[config.mk]
export PLATFORM = sky130hd
export DESIGN_NAME = uart_receiver
export DESIGN_NICKNAME = d
export VERILOG_FILES = /design/src/rtl/uart_receiver.sv
export SDC_FILE = /design/constraint.sdc
export NUM_CORES = 1
export LEC_CHECK = 0
export BUFFER_PORTS_ARGS = -buffer_cell sky130_fd_sc_hd__buf_2
export CELL_PAD_IN_SITES_DETAIL_PLACEMENT = 1
export CELL_PAD_IN_SITES_GLOBAL_PLACEMENT = 2
export CORE_MARGIN = 2
export CORE_UTILIZATION = 31
export CTS_CLUSTER_SIZE = 12
export DETAILED_ROUTE_END_ITERATION = 8
export PLACE_DENSITY = 0.75
export SLEW_MARGIN = 10
export SYNTH_ARGS = -nofsm -noshare
export SYNTH_HDL_FRONTEND = slang
export SYNTH_SLANG_ARGS = --single-unit
[constraint.sdc]
create_clock -name clk -period 2.8 [get_ports clk]
set_input_delay 0.56 -clock clk [delete_from_list [all_inputs] [get_ports clk]]
set_output_delay 0.56 -clock clk [all_outputs]
set_load 0.01 [all_outputs]
[src/rtl/uart_receiver.sv]
// 8N1 UART receiver: two-flop synchroniser, mid-bit start qualification,
// centre sampling of each data bit and stop-bit check with break handling.
module uart_receiver #(
    parameter int CLKS_PER_BIT = 16,
    parameter int DATA_BITS    = 8
) (
    input  logic                 clk,
    input  logic                 rst,
    input  logic                 rx,
    output logic [DATA_BITS-1:0] rxout,
    output logic                 rxdone,
    output logic                 frame_err,
    output logic                 busy
);

    localparam int CW = $clog2(CLKS_PER_BIT);
    localparam int IW = (DATA_BITS > 1) ? $clog2(DATA_BITS) : 1;

    localparam logic [CW-1:0] CNT_HALF = CW'(CLKS_PER_BIT / 2 - 1);
    localparam logic [CW-1:0] CNT_LAST = CW'(CLKS_PER_BIT - 1);
    localparam logic [IW-1:0] IDX_LAST = IW'(DATA_BITS - 1);

    typedef enum logic [2:0] {
        S_IDLE  = 3'd0,
        S_START = 3'd1,
        S_DATA  = 3'd2,
        S_STOP  = 3'd3,
        S_BREAK = 3'd4
    } state_t;

    state_t               r_state;
    logic                 r_rx_meta;
    logic                 r_rx_s;
    logic [CW-1:0]        r_cnt;
    logic [IW-1:0]        r_idx;
    logic [DATA_BITS-1:0] r_shift;
    logic [DATA_BITS-1:0] r_rxout;
    logic                 r_rxdone;
    logic                 r_frame_err;
    logic                 r_busy;

    // Synchroniser resets to 1 so a reset never looks like a start bit.
    always_ff @(posedge clk or posedge rst) begin
        if (rst) begin
            r_rx_meta <= 1'b1;
            r_rx_s    <= 1'b1;
        end else begin
            // NOTE: non-blocking assignments make r_rx_s take the previous r_rx_meta, giving a true two-stage pipe.
            r_rx_meta <= rx;
            r_rx_s    <= r_rx_meta;
        end
    end

    always_ff @(posedge clk or posedge rst) begin
        if (rst) begin
            r_state     <= S_IDLE;
            r_cnt       <= '0;
            r_idx       <= '0;
            r_shift     <= '0;
            r_rxout     <= '0;
            r_rxdone    <= 1'b0;
            r_frame_err <= 1'b0;
            r_busy      <= 1'b0;
        end else begin
            // NOTE: pulses default low every cycle so each strobe lasts exactly one clock.
            r_rxdone    <= 1'b0;
            r_frame_err <= 1'b0;
            case (r_state)
                S_IDLE: begin
                    r_cnt <= '0;
                    r_idx <= '0;
                    if (!r_rx_s) begin
                        r_state <= S_START;
                        r_busy  <= 1'b1;
                    end
                end
                S_START: begin
                    if (r_cnt == CNT_HALF) begin
                        r_cnt <= '0;
                        if (!r_rx_s) begin
                            r_state <= S_DATA;
                        end else begin
                            r_state <= S_IDLE;
                            r_busy  <= 1'b0;
                        end
                    end else begin
                        r_cnt <= r_cnt + CW'(1);
                    end
                end
                S_DATA: begin
                    if (r_cnt == CNT_LAST) begin
                        r_cnt          <= '0;
                        r_shift[r_idx] <= r_rx_s;
                        if (r_idx == IDX_LAST) begin
                            r_idx   <= '0;
                            r_state <= S_STOP;
                        end else begin
                            r_idx <= r_idx + IW'(1);
                        end
                    end else begin
                        r_cnt <= r_cnt + CW'(1);
                    end
                end
                S_STOP: begin
                    if (r_cnt == CNT_LAST) begin
                        r_cnt <= '0;
                        if (r_rx_s) begin
                            r_rxout  <= r_shift;
                            r_rxdone <= 1'b1;
                            r_state  <= S_IDLE;
                            r_busy   <= 1'b0;
                        end else begin
                            r_frame_err <= 1'b1;
                            r_state     <= S_BREAK;
                        end
                    end else begin
                        r_cnt <= r_cnt + CW'(1);
                    end
                end
                S_BREAK: begin
                    // A held-low line stays here; only a return to idle re-arms the receiver.
                    if (r_rx_s) begin
                        r_state <= S_IDLE;
                        r_busy  <= 1'b0;
                    end
                end
                default: begin
                    r_state <= S_IDLE;
                    r_cnt   <= '0;
                    r_idx   <= '0;
                    r_busy  <= 1'b0;
                end
            endcase
        end
    end

    assign rxout     = r_rxout;
    assign rxdone    = r_rxdone;
    assign frame_err = r_frame_err;
    assign busy      = r_busy;

endmodule

==> results.sh <==
export IMPL_area_delta_synth_final_pct=12.7
export IMPL_grt_pass1_wl_mm=5.55
export IMPL_diodes=0
export IMPL_io_buffers=13
export IMPL_ys_flop_type="dfrtp_1"
export IMPL_power_density_mw_per_mm2=743
export IMPL_die_x_um=73.6
export IMPL_fp_dieH_um=73.6
export IMPL_core_rowCount=25
export IMPL_grt_usage_pct=13.4
export IMPL_crit_fanout=9
export IMPL_syn_nets=138
export IMPL_power_w=0.00126
export IMPL_synth_edf_count=0
export IMPL_max_freq_mhz=547
export IMPL_die_area_mm2=0.00542
export IMPL_max_slew_margin_pct=65.6
export IMPL_end_kind="register"
export IMPL_maxCapViolations=0
export IMPL_cts_tree="yes"
export IMPL_synthCells=132
export IMPL_finalHoldViolations=0
export IMPL_final_min_clock_period_ns=1.83
export IMPL_drc=0
export IMPL_syn_area_mm2=0.00150
export IMPL_synth_cell_types=36
export IMPL_p_seq_share_pct=48.9
export IMPL_status="completed"
export IMPL_rsz0062_at_grt="no"
export IMPL_intPower_w=0.000840
export IMPL_drv_slew=0
export IMPL_ir_worst_vdd_mv=0.378
export IMPL_ys_warn_count=0
export IMPL_async_reset_ff_share_pct=100
export IMPL_wl_per_cell_um=15.8
export IMPL_grt_pass1_vias=1214
export IMPL_path_class="reg -> reg"
export IMPL_vias=1085
export IMPL_gp_congestion=0.748
export IMPL_wirelength_mm=3.15
export IMPL_placed_area_mm2=0.00161
export IMPL_ys_ff_latch=31
export IMPL_cts_root_buffer="clkbuf_8"
export IMPL_p_leak_nw=0.782
export IMPL_viasPerCell=5.45
export IMPL_numCtsBuffers=5
export IMPL_clk_latency_ns=0.28
export IMPL_setup_viol=0
export IMPL_clock_path_buffers=2
export IMPL_clk_pin_slew_worst_paths_ns=0.06
export IMPL_seq_area_frac_synth_pct=51.8
export IMPL_ios=14
export IMPL_pwr_share_clk_pct=27.9
export IMPL_fin_tns_setup_ns=0
export IMPL_first_pass_iters=4
export IMPL_grt_max_degree=32
export IMPL_core_area_mm2=0.00469
export IMPL_start_util_pct=32.0
export IMPL_post_cts_buffers=0
export IMPL_cts_hold_buf=0
export IMPL_h_tree_depth=2
export IMPL_final_antenna_net_count=0
export IMPL_hold_class="in -> async"
export IMPL_crit_arrival_ns=1.99
export IMPL_layout_nets=151
export IMPL_worstPathRequired_ns=2.97
export IMPL_ctsResizeCount=0
export IMPL_fin_crit_sh_pct=65.3
export IMPL_swShare_pct=33.2
export IMPL_clock_skew_ns=0.00215
export IMPL_antenna_found_initial=0
export IMPL_dp_hpwl_mm=2.22
export IMPL_tightest_slew_ns=0.515
export IMPL_drtIter0Drc=27
export IMPL_design_area_mm2=0.00169
export IMPL_clkSinkCount=31
export IMPL_power_frac_comb_pct=23.2
export IMPL_critPathLaunchType="register"
export IMPL_synth_avg_cell_area_um2=11.4
export IMPL_globalRouteOverflowTotal=0
export IMPL_p_sw_w=0.000418
export IMPL_drive_gt1_share_pct=31.0
[cell usage after synthesis, drive strengths merged, types with 2 or more instances]
cell type | n | area share (%)
nor3 | 3 | 1.0
o2bb2ai | 3 | 1.8
nand2 | 7 | 1.8
nand3b | 3 | 1.5
nor4 | 3 | 1.3
o31ai | 2 | 1.0
a31o | 3 | 1.8
ha | 3 | 2.5
inv | 3 | 0.75
nor2 | 10 | 3.6
nand4 | 4 | 2.1
o21ai | 5 | 1.7
buf | 5 | 1.7
and4 | 2 | 1.2
dfstp | 2 | 3.5
dfrtp | 29 | 48
clkbuf | 3 | 0.75
nor2b | 3 | 1.3
nand3 | 7 | 3.2
mux2 | 14 | 10
a21oi | 6 | 2.0
[cells in the final DEF, fill, tap and decap left out, types with 3 or more instances in the layout]
cell type  count
dfrtp_1       29
mux2_2        14
buf_2         13
nor2_1         9
nand2_1        7
nand3_1        6
a21oi_1        6
clkbuf_8       6
o21ai_0        5
inv_1          3
nor2b_1        3
nand3b_1       3
nor3_1         3
nor4_1         3
o2bb2ai_1      3
a31o_2         3
nand4_1        3
ha_1           3
[worst max-delay path, stage by stage (launching register included)]
cell     delay, ns
dfrtp_1       0.38
ha_1          0.32
and4_1        0.31
nand3_4       0.13
nor2_8        0.21
mux2_2        0.36
[registers in the layout (all words and copies together), names as in the netlist]
| register | count |
|---|---|
| busy | 1 |
| frame_err | 1 |
| r_cnt | 4 |
| r_idx | 3 |
| r_rx_meta | 1 |
| r_rx_s | 1 |
| r_shift | 8 |
| r_state | 3 |
| rxdone | 1 |
| rxout | 8 |
[per-stage QoR]
step / hold slack (ns) / instances / setup WS [ns] / util, %
2_1_floorplan: 0.345 / 132 / 1.16 / -
3_3_place_gp: 0.345 / 192 / 1.03 / 34.2
3_5_place_dp: 0.356 / 192 / 0.974 / 34.2
4_1_cts: 0.361 / 199 / 0.960 / 36.1
5_1_grt: 0.362 / 199 / 0.818 / 36.1
6_report: 0.355 / 199 / 0.972 / 36.1
[power groups by stage]
stage / clock, W / combinational [W] / sequential, W
2_1_floorplan: 0 / 0.000306 / 0.000545
3_3_place_gp: 0 / 0.000286 / 0.000615
3_5_place_dp: 0 / 0.000297 / 0.000622
4_1_cts: 0.000369 / 0.000298 / 0.000614
5_1_grt: 0.000384 / 0.000341 / 0.000632
6_report: 0.000351 / 0.000291 / 0.000615
[area by class of cell]
class	instances	area (um^2)
fill	527	3000
sequential	31	778
multi-input combinational	90	676
clock buffer	6	82.6
timing repair buffer	14	72.6
tap	54	67.6
inverter	3	11.3
clock inverter	1	5.00
[path summary, 6_finish.rpt]
path | startpoint | end | cells past startpoint | slack, ns
worst max-delay path | r_cnt[0]$_DFFE_PP0N_ | rxout[4]$_DFFE_PP0P_ | 5 | 0.97
worst min-delay path | rst | r_cnt[0]$_DFFE_PP0N_ | 3 | 0.36
worst max register to register | r_cnt[0]$_DFFE_PP0N_ | rxout[4]$_DFFE_PP0P_ | 5 | 0.97
worst min register to register | r_rx_meta$_DFF_PP1_ | r_rx_s$_DFF_PP1_ | 0 | 0.36
max in group asynchronous | rst | r_rx_meta$_DFF_PP1_ | 3 | 2.13
min in group clk | r_rx_meta$_DFF_PP1_ | r_rx_s$_DFF_PP1_ | 0 | 0.36
[routing by layer]
layer | global-route usage, % | share of wire (%) | vias up | wire, um
met5 | 0 | 0 | - | 0
met1 | 16.8 | 47 | 558 | 1480
met2 | 21.8 | 50 | 12 | 1570
met3 | 4.12 | 2.4 | 4 | 74
li1 | - | - | 511 | -
met4 | 4.85 | 0.76 | 0 | 24
[cells by family (layout without fill, tap and decap cells)]
family	after synthesis	in the layout	synth area share (%)
muxes	14	14	10.5
AOI/OAI and AO/OA	23	23	10.3
DFF	31	31	51.8
adders and majority gates	4	4	3.17
buffers and inverters	11	24	3.17
and+or+nand+nor	48	48	20.4
xor gates and xnor gates	1	1	0.583
Power figures use the tool's default switching activity.
